==> src/rtl/fpu_special_case_pipe_if.sv <==
// Operand/result beat bundle for the FP add/sub special-case resolver.
// The slave modport is the resolver's view; the master modport is the driver's view.
interface fpu_special_case_pipe_if #(
  parameter int EXP_W = 8,
  parameter int MAN_W = 23,
  parameter int CNT_W = 16
);
  logic             i_valid;
  logic             o_ready;
  logic             i_add_sub;
  logic             i_sign_a;
  logic [EXP_W-1:0] i_exp_a;
  logic [MAN_W:0]   i_man_a;
  logic             i_sign_b;
  logic [EXP_W-1:0] i_exp_b;
  logic [MAN_W:0]   i_man_b;

  logic             o_valid;
  logic             i_ready;
  logic [1:0]       o_sel;
  logic             o_sign;
  logic [EXP_W-1:0] o_exp;
  logic [MAN_W:0]   o_man;

  logic             i_flag_clr;
  logic             o_flag_invalid;
  logic             o_flag_inf;
  logic [CNT_W-1:0] o_nan_cnt;

  modport slave (
    input  i_valid, i_add_sub,
    input  i_sign_a, i_exp_a, i_man_a,
    input  i_sign_b, i_exp_b, i_man_b,
    input  i_ready, i_flag_clr,
    output o_ready, o_valid, o_sel, o_sign, o_exp, o_man,
    output o_flag_invalid, o_flag_inf, o_nan_cnt
  );

  modport master (
    output i_valid, i_add_sub,
    output i_sign_a, i_exp_a, i_man_a,
    output i_sign_b, i_exp_b, i_man_b,
    output i_ready, i_flag_clr,
    input  o_ready, o_valid, o_sel, o_sign, o_exp, o_man,
    input  o_flag_invalid, o_flag_inf, o_nan_cnt
  );
endinterface

==> src/rtl/fpu_special_case_pipe.sv <==
// Special-operand resolver for FP add/sub: classifies A/B, resolves the IEEE special result,
// and carries it through a LAT-deep valid/ready pipeline with sticky flags and a NaN counter.
module fpu_special_case_pipe #(
  parameter int EXP_W = 8,
  parameter int MAN_W = 23,
  parameter int LAT   = 2,
  parameter int FTZ   = 1,
  parameter int CNT_W = 16
) (
  input logic                    i_clk,
  input logic                    i_rst,
  fpu_special_case_pipe_if.slave bus
);

  typedef enum logic [1:0] {
    SEL_ARITH = 2'b00,
    SEL_NAN   = 2'b01,
    SEL_INF   = 2'b10,
    SEL_PASS  = 2'b11
  } sel_e;

  typedef struct packed {
    sel_e             sel;
    logic             sign;
    logic [EXP_W-1:0] expo;
    logic [MAN_W:0]   man;
    logic             inv;
  } beat_t;

  localparam logic [MAN_W:0] QNAN_MAN = {2'b01, {(MAN_W-1){1'b0}}};
  localparam bit             FTZ_EN   = (FTZ != 0);

  // classification; the hidden bit at [MAN_W] plays no part
  logic [MAN_W-1:0] frac_a, frac_b;
  logic             ones_a, ones_b, zexp_a, zexp_b;
  logic             inf_a, inf_b, nan_a, nan_b, snan_a, snan_b, zero_a, zero_b;
  logic             seb;

  assign frac_a = bus.i_man_a[MAN_W-1:0];
  assign frac_b = bus.i_man_b[MAN_W-1:0];
  assign ones_a = &bus.i_exp_a;
  assign ones_b = &bus.i_exp_b;
  assign zexp_a = ~|bus.i_exp_a;
  assign zexp_b = ~|bus.i_exp_b;

  assign inf_a  = ones_a & ~|frac_a;
  assign inf_b  = ones_b & ~|frac_b;
  assign nan_a  = ones_a &  |frac_a;
  assign nan_b  = ones_b &  |frac_b;
  assign snan_a = nan_a & ~frac_a[MAN_W-1];
  assign snan_b = nan_b & ~frac_b[MAN_W-1];
  assign zero_a = zexp_a & (~|frac_a | FTZ_EN);
  assign zero_b = zexp_b & (~|frac_b | FTZ_EN);

  assign seb = bus.i_sign_b ^ bus.i_add_sub;

  beat_t res;

  always_comb begin
    res = '0;
    if (nan_a | nan_b) begin
      res.sel  = SEL_NAN;
      res.expo = '1;
      res.man  = QNAN_MAN;
      res.inv  = snan_a | snan_b;
    end else if (inf_a & inf_b & (bus.i_sign_a != seb)) begin
      res.sel  = SEL_NAN;
      res.expo = '1;
      res.man  = QNAN_MAN;
      res.inv  = 1'b1;
    end else if (inf_a) begin
      res.sel  = SEL_INF;
      res.sign = bus.i_sign_a;
      res.expo = '1;
    end else if (inf_b) begin
      res.sel  = SEL_INF;
      res.sign = seb;
      res.expo = '1;
    end else if (zero_a & zero_b) begin
      res.sel  = SEL_PASS;
      res.sign = bus.i_sign_a & seb;
    end else if (zero_a) begin
      res.sel  = SEL_PASS;
      res.sign = seb;
      res.expo = bus.i_exp_b;
      res.man  = bus.i_man_b;
    end else if (zero_b) begin
      res.sel  = SEL_PASS;
      res.sign = bus.i_sign_a;
      res.expo = bus.i_exp_a;
      res.man  = bus.i_man_a;
    end
  end

  // pipeline; stage k may load when it is empty or everything downstream of it can move
  logic [LAT-1:0] v_q, v_d, src_v, rdy;
  beat_t          data_q [LAT];
  beat_t          data_d [LAT];
  beat_t          src_d  [LAT];

  for (genvar g = 0; g < LAT; g++) begin : g_rdy
    assign rdy[g] = bus.i_ready | ~(&v_q[LAT-1:g]);
  end

  always_comb begin
    src_v = '0;
    for (int k = 0; k < LAT; k++) src_d[k] = '0;
    src_v[0] = bus.i_valid;
    src_d[0] = res;
    for (int k = 1; k < LAT; k++) begin
      src_v[k] = v_q[k-1];
      src_d[k] = data_q[k-1];
    end
    for (int k = 0; k < LAT; k++) begin
      v_d[k]    = rdy[k] ? src_v[k] : v_q[k];
      data_d[k] = rdy[k] ? src_d[k] : data_q[k];
    end
  end

  // sticky flags and counter; a delivery in the same cycle as a clear survives it
  logic             hs_out;
  beat_t            out_beat;
  logic             flag_inv_q, flag_inv_d, flag_inf_q, flag_inf_d;
  logic [CNT_W-1:0] nan_cnt_q, nan_cnt_d;

  assign out_beat = data_q[LAT-1];
  assign hs_out   = v_q[LAT-1] & bus.i_ready;

  always_comb begin
    flag_inv_d = bus.i_flag_clr ? 1'b0 : flag_inv_q;
    flag_inf_d = bus.i_flag_clr ? 1'b0 : flag_inf_q;
    nan_cnt_d  = bus.i_flag_clr ? '0   : nan_cnt_q;
    if (hs_out) begin
      if (out_beat.inv) flag_inv_d = 1'b1;
      if (out_beat.sel == SEL_INF) flag_inf_d = 1'b1;
      if ((out_beat.sel == SEL_NAN) && (nan_cnt_d != '1)) nan_cnt_d = nan_cnt_d + CNT_W'(1);
    end
  end

  always_ff @(posedge i_clk) begin
    if (i_rst) begin
      v_q        <= '0;
      for (int k = 0; k < LAT; k++) data_q[k] <= '0;
      flag_inv_q <= 1'b0;
      flag_inf_q <= 1'b0;
      nan_cnt_q  <= '0;
    end else begin
      v_q        <= v_d;
      for (int k = 0; k < LAT; k++) data_q[k] <= data_d[k];
      flag_inv_q <= flag_inv_d;
      flag_inf_q <= flag_inf_d;
      nan_cnt_q  <= nan_cnt_d;
    end
  end

  assign bus.o_ready        = rdy[0];
  assign bus.o_valid        = v_q[LAT-1];
  assign bus.o_sel          = out_beat.sel;
  assign bus.o_sign         = out_beat.sign;
  assign bus.o_exp          = out_beat.expo;
  assign bus.o_man          = out_beat.man;
  assign bus.o_flag_invalid = flag_inv_q;
  assign bus.o_flag_inf     = flag_inf_q;
  assign bus.o_nan_cnt      = nan_cnt_q;

endmodule

==> src/flat_wrapper.sv <==
// flat-port wrapper written by rule: the top's interface ports become plain ports
module fpu_special_case_pipe_flat 
#(
  parameter int EXP_W = 8,
  parameter int MAN_W = 23,
  parameter int LAT   = 2,
  parameter int FTZ   = 1,
  parameter int CNT_W = 16
)
  (i_clk, i_rst, bus_i_valid, bus_i_add_sub, bus_i_sign_a, bus_i_exp_a, bus_i_man_a, bus_i_sign_b, bus_i_exp_b, bus_i_man_b, bus_i_ready, bus_i_flag_clr, bus_o_ready, bus_o_valid, bus_o_sel, bus_o_sign, bus_o_exp, bus_o_man, bus_o_flag_invalid, bus_o_flag_inf, bus_o_nan_cnt);
  fpu_special_case_pipe_if #(.EXP_W(EXP_W), .MAN_W(MAN_W), .CNT_W(CNT_W)) bus_i ();
  input logic i_clk;
  input logic i_rst;
  input wire logic [$bits(bus_i.i_valid)-1:0] bus_i_valid;
  input wire logic [$bits(bus_i.i_add_sub)-1:0] bus_i_add_sub;
  input wire logic [$bits(bus_i.i_sign_a)-1:0] bus_i_sign_a;
  input wire logic [$bits(bus_i.i_exp_a)-1:0] bus_i_exp_a;
  input wire logic [$bits(bus_i.i_man_a)-1:0] bus_i_man_a;
  input wire logic [$bits(bus_i.i_sign_b)-1:0] bus_i_sign_b;
  input wire logic [$bits(bus_i.i_exp_b)-1:0] bus_i_exp_b;
  input wire logic [$bits(bus_i.i_man_b)-1:0] bus_i_man_b;
  input wire logic [$bits(bus_i.i_ready)-1:0] bus_i_ready;
  input wire logic [$bits(bus_i.i_flag_clr)-1:0] bus_i_flag_clr;
  output wire logic [$bits(bus_i.o_ready)-1:0] bus_o_ready;
  output wire logic [$bits(bus_i.o_valid)-1:0] bus_o_valid;
  output wire logic [$bits(bus_i.o_sel)-1:0] bus_o_sel;
  output wire logic [$bits(bus_i.o_sign)-1:0] bus_o_sign;
  output wire logic [$bits(bus_i.o_exp)-1:0] bus_o_exp;
  output wire logic [$bits(bus_i.o_man)-1:0] bus_o_man;
  output wire logic [$bits(bus_i.o_flag_invalid)-1:0] bus_o_flag_invalid;
  output wire logic [$bits(bus_i.o_flag_inf)-1:0] bus_o_flag_inf;
  output wire logic [$bits(bus_i.o_nan_cnt)-1:0] bus_o_nan_cnt;
  assign bus_i.i_valid = bus_i_valid;
  assign bus_i.i_add_sub = bus_i_add_sub;
  assign bus_i.i_sign_a = bus_i_sign_a;
  assign bus_i.i_exp_a = bus_i_exp_a;
  assign bus_i.i_man_a = bus_i_man_a;
  assign bus_i.i_sign_b = bus_i_sign_b;
  assign bus_i.i_exp_b = bus_i_exp_b;
  assign bus_i.i_man_b = bus_i_man_b;
  assign bus_i.i_ready = bus_i_ready;
  assign bus_i.i_flag_clr = bus_i_flag_clr;
  assign bus_o_ready = bus_i.o_ready;
  assign bus_o_valid = bus_i.o_valid;
  assign bus_o_sel = bus_i.o_sel;
  assign bus_o_sign = bus_i.o_sign;
  assign bus_o_exp = bus_i.o_exp;
  assign bus_o_man = bus_i.o_man;
  assign bus_o_flag_invalid = bus_i.o_flag_invalid;
  assign bus_o_flag_inf = bus_i.o_flag_inf;
  assign bus_o_nan_cnt = bus_i.o_nan_cnt;
  fpu_special_case_pipe #(.EXP_W(EXP_W), .MAN_W(MAN_W), .LAT(LAT), .FTZ(FTZ), .CNT_W(CNT_W)) u_core (.i_clk(i_clk), .i_rst(i_rst), .bus(bus_i));
endmodule
==> config.mk <==
export PLATFORM = sky130hd
export DESIGN_NAME = fpu_special_case_pipe_flat
export DESIGN_NICKNAME = d
export VERILOG_FILES = /design/src/rtl/fpu_special_case_pipe_if.sv /design/src/rtl/fpu_special_case_pipe.sv /design/src/flat_wrapper.sv
export SDC_FILE = /design/constraint.sdc
export NUM_CORES = 1
export LEC_CHECK = 0
export BUFFER_PORTS_ARGS = -buffer_cell sky130_fd_sc_hd__clkbuf_2
export CAP_MARGIN = 25
export CELL_PAD_IN_SITES_DETAIL_PLACEMENT = 0
export CELL_PAD_IN_SITES_GLOBAL_PLACEMENT = 1
export CORE_MARGIN = 4
export CORE_UTILIZATION = 38
export CTS_BUF_LIST = sky130_fd_sc_hd__clkbuf_8 sky130_fd_sc_hd__clkbuf_16
export DETAILED_ROUTE_END_ITERATION = 8
export MAX_ROUTING_LAYER = met4
export PLACE_DENSITY_LB_ADDON = 0.1
export SKIP_LAST_GASP = 1
export SYNTH_ARGS = -nofsm -noshare
export SYNTH_HDL_FRONTEND = slang
export SYNTH_SLANG_ARGS = --single-unit
==> constraint.sdc <==
create_clock -name i_clk -period 1.95 [get_ports i_clk]
set_input_delay 0.0975 -clock i_clk [delete_from_list [all_inputs] [get_ports i_clk]]
set_output_delay 0.0975 -clock i_clk [all_outputs]
set_load 0.05 [all_outputs]
Word-level counts from Yosys, hierarchy flattened

Memories as Yosys holds them, arrays and structs flattened.
Index checks and enable logic that the tools add are counted.

Register bits: 20
Bits in writable memories: 72
Output and inout port bits: 55
Logic and storage cells: 76
Memories: 1

Memory list:

| name          | words | width | read ports | clocked after memory_dff | wr ports | RTL line                    | source |
|---|---|---|---|---|---|---|---|
| u_core.data_q | 2     | 36    | 2          | 0                        | 2        | fpu_special_case_pipe.sv:97 | `beat_t data_q [LAT];` |

Add/subtract/negate cells: 1
Equality and inequality tests: 4
Multiplexer cells: 31
Bitwise operators: 22
Reductions and logical operators: 12

Operators by type and width:

| cell                  | number |
|---|---|
| $mux 36               | 4 |
| $mux 35               | 2 |
| $mux 32               | 2 |
| $mux 16               | 3 |
| $mux 24               | 2 |
| $reduce_or 23->1      | 2 |
| $mux 33               | 1 |
| $mux 11               | 2 |
| $add 16x1->16 const B | 1 |
| $ne 16x16->1 const B  | 1 |
| $reduce_and 8->1      | 2 |
| $reduce_or 8->1       | 2 |
| $mux 1                | 12 |
| $and 1x1->1           | 11 |
| $or 1x1->1            | 6 |
| $logic_not 1->1       | 4 |
| $mux 2                | 2 |
| $not 1->1             | 4 |
| $mux 3                | 1 |
| $eq 2x1->1 const B    | 1 |
| $eq 2x2->1 const B    | 1 |
| $reduce_and 2->1      | 1 |
| $logic_and 1x1->1     | 1 |
| $ne 1x1->1            | 1 |
| $xor 1x1->1           | 1 |

Longest topological paths before layout

Word-level depth: 10
Mapped depth: 7

Least setup slack after synthesis

Ideal clock, no wire load.

Path kind: register to register
Start: reg u_core.nan_cnt_q[0], in the netlist u_core.bus.o_nan_cnt[0]
End: reg u_core.nan_cnt_q[12], in the netlist u_core.bus.o_nan_cnt[12]
Library setup time: 0.070 ns
Arrival time: 2.071 ns
Required time: 1.880 ns
Setup slack: -0.192 ns
Stages on the path, launching flop included: 7
Buffers on the path: 0
Period minus slack after synthesis: 2.142 ns
Cell sequence: dfxtp_1 -> nor2b_1 -> ha_1 -> nor3b_1 -> nand4_1 -> or3_1 -> a21oi_1

Longest elaborated chain between the ends: 5
Elaborated cells between the ends (all ways): 6
Classes of those cells: add/sub: 1; eq/ne: 1; mux: 3; reduce/logical: 1

Ends and longest elaborated chain:

| what                                                                  | RTL line                     | source |
|---|---|---|
| start: declaration                                                    | fpu_special_case_pipe.sv:124 | `logic [CNT_W-1:0] nan_cnt_q, nan_cnt_d;` |
| start signal: assignment                                              | fpu_special_case_pipe.sv:152 | `nan_cnt_q <= nan_cnt_d;` |
| $mux 16 *                                                             | fpu_special_case_pipe.sv:132 | `nan_cnt_d = bus.i_flag_clr ? '0 : nan_cnt_q;` |
| parallel branches: the longest is 2 deep, another holds $add 16x1->16 | --                           |  |
| $mux 16 *                                                             | fpu_special_case_pipe.sv:136 | `if ((out_beat.sel == SEL_NAN) && (nan_cnt_d != '1)) nan_cnt_d = nan_cnt_d + CNT_W'(1);` |
| $mux 16 *                                                             | fpu_special_case_pipe.sv:133 | `if (hs_out) begin` |

Every way passes the cells marked *.
A chain may end at the register's enable or synchronous reset.

Worst setup path after layout

Ends and elaborated chain as after synthesis.

==> results.cfg <==
[global_route]
antenna_found_initial = 0
gr-usage-all-layers = 0.191
grt_max_degree = 47
grt_pass1_wl_um = 19600
grt_pass1_vias = 3936
grt-ovfl-total = 0

[cells_and_area]
multi_input_comb_area_um2 = 2140
fin_util = 0.480
nets = 693
nFillCells = 1123
syn2layout_area_growth_pct = 21.6
regArea_um2 = 1850
antenna_cells = 0
drive_gt1_frac = 0.300

[run]
maxCapViolCount = 0

[power]
leakagePower_uw = 0.00212
ir_drop_mv = 0.698
p_seq_frac = 0.471
comb_power_share = 0.062
cellPowerDensity_nw_per_um2 = 755
clockPowerShare = 0.467
total_power_uw = 4020
internal_power_uw = 3130
swShare = 0.222
p_switching_uw = 894

[die]
die-area_um2 = 13300
fp.dieH_um = 115
num_rows = 38
io_pins = 127
dieWidth_um = 115
initial_core_util = 0.395
core_um2 = 11100

[synthesis]
synthDistinctLibCells = 54
synth_nets = 596
postSynthCellCount = 522
synth-seq-cells = 92
async_flop_share = 0
synth_ff_type = dfxtp_1
synth_edf_count = 0
synth_top_area_share = 0.421
synth_top_area_cell = dfxtp_1
ys_seq_area_frac = 0.421
syn_area_um2 = 4380
synth.avg_cell_area_um2 = 8.38
synth_area_leaders = dfxtp_1 (42%), nand2_1 (7.4%), buf_4 (6.2%)
synth_warnings = 0

[sta]
period_share = 0.950
worst_slew_margin_rel = 0.682
fmaxAchievable_mhz = 540
rsz0062_at_grt = true
layout_setup_ws_ps = 97.7
whs_ps = 79.6
finalSetupTns_ps = 0
timing_hold_violations_final = 0
final-setup-viol-count = 0
slew_violations = 0
worst_pin_slew_ps = 477
fin_crit_ps = 1850
skew_ps = 5.74

[cts]
cts.sinks = 92
numCtsBuffers = 9
cts_root_buf = clkbuf_16
cts_buffer_depth = 2
cts_tree = yes
insertion_delay_ps = 350
cts_max_level = 3
path_clk_slew_ps = 60

[drt]
drc = 0
ant_nets = 0
routed_via_density = 5.32
routedWlPerCell_um = 16.1
wirelength_um = 12300
drt_first_pass_iters = 4
vias = 4062
drt_iter0_markers = 218

[setup_path]
end_kind = flip-flop
worstPathArrival_ps = 2130
worstPathMaxFanout = 5
required_ps = 2230
worstSetupStartpointType = flip-flop
crit_type = flip-flop to flip-flop

[outcome]
status = finished clean

[placement]
port_buffers = 126
hpwl_um = 8880
dp_slack_ps = 34.1
finalWeightedCongestion = 0.851

[worst_hold_path]
min_path_type = primary input to flip-flop
registers in the layout, summed over array words and instances, names as in the netlist:
register and cells:
u_core.data_q 72, u_core.bus.o_nan_cnt 16, u_core.v_q 2, u_core.bus.o_flag_inf 1, u_core.bus.o_flag_invalid 1
critical path, stage by stage (launching register included):
cell and delay (ps):
dfxtp_2 350, nor2b_1 210, ha_1 260, nor3b_2 230, nand4_1 200, or3_1 390, a21oi_1 140
final timing paths:
path | from | to | slack (ps) | depth (start not counted)
max reg2reg | u_core.bus.o_nan_cnt[0]$_SDFF_PP0_ | u_core.bus.o_nan_cnt[12]$_SDFF_PP0_ | 100 | 6
min | bus_i_exp_b[6] | u_core.data_q[0][31]$_SDFFE_PP0P_ | 80 | 3
min reg2reg | u_core.data_q[0][41]$_SDFFE_PP0P_ | u_core.data_q[0][41]$_SDFFE_PP0P_ | 450 | 2
max | u_core.bus.o_nan_cnt[0]$_SDFF_PP0_ | u_core.bus.o_nan_cnt[12]$_SDFF_PP0_ | 100 | 6
cell families (layout without fill, tap and decap cells):
family                   after synthesis  after routing  share of synthesized area
AO/OA/AOI/OAI                        143            143                      0.230
XOR/XNOR                               5              5                     0.0100
adder cells (fa/ha/maj)                2              2                    0.00572
buffers and inverters                 69            171                     0.0926
flip-flops                            92             92                      0.421
multiplexers                           2              2                    0.00486
AND/OR/NAND/NOR                      209            209                      0.236
power groups by stage:
stage	logic, µW	clock network (µW)	registers, µW
after floorplan	103	0	1940
after global placement	247	0	1940
after detailed placement	248	0	1940
after CTS	252	1930	1890
after global routing	272	2010	1890
final	249	1880	1890
placed cells by master (no fill, tap or decap), types with 11 or more instances in the layout:
cell and instances:
a22o_1 23, a21oi_1 48, o21ai_0 12, nand2_1 86, nor2_1 49, a22oi_1 23
dfxtp_1 82, buf_4 21, nor4_1 11, clkbuf_2 126
cells in the mapped netlist (3+ instances only):
master,count
dfxtp_1,92
nand2_1,86
nor2_1,49
a21oi_1,48
buf_4,36
a22o_1,23
a22oi_1,23
clkbuf_1,17
o21ai_0,12
nor4_1,11
buf_2,9
nand3_1,9
or3_1,9
a211oi_1,8
nand4_1,8
o21ai_1,8
nor2b_1,7
inv_1,6
nor3_1,6
o31ai_1,4
or4_4,4
o311ai_1,3
or4_1,3
xor2_1,3
metal layers:
metal	wire length, µm	GRT usage
met1	5660	0.240
met2	5890	0.303
met3	574	0.0516
met4	158	0.0532
met5	0	-
layout make-up:
cell class / count / area share
Timing Repair Buffer: 149 / 0.152
Tap cell: 140 / 0.0329
Clock inverter: 6 / 0.0150
Multi-Input combinational cell: 361 / 0.403
Sequential cell: 92 / 0.348
Inverter: 6 / 0.00423
Clock buffer: 10 / 0.0449
repair_timing:
item / in CTS / in global routing
resized for setup: 0 / 2
endpoints found under the hold margin: 2 / 0
hold buffers: 2 / 0
setup endpoints to repair: 0 / 9
setup buffers: 0 / 1
through the flow:
step                      std cells  cell area [µm²]
after CTS                       763             5310
after floorplan                 522             4390
after global placement          745             4970
after global routing            764             5320
after detailed placement        745             4970
final                           764             5320
Power figures use the tool's default switching activity.
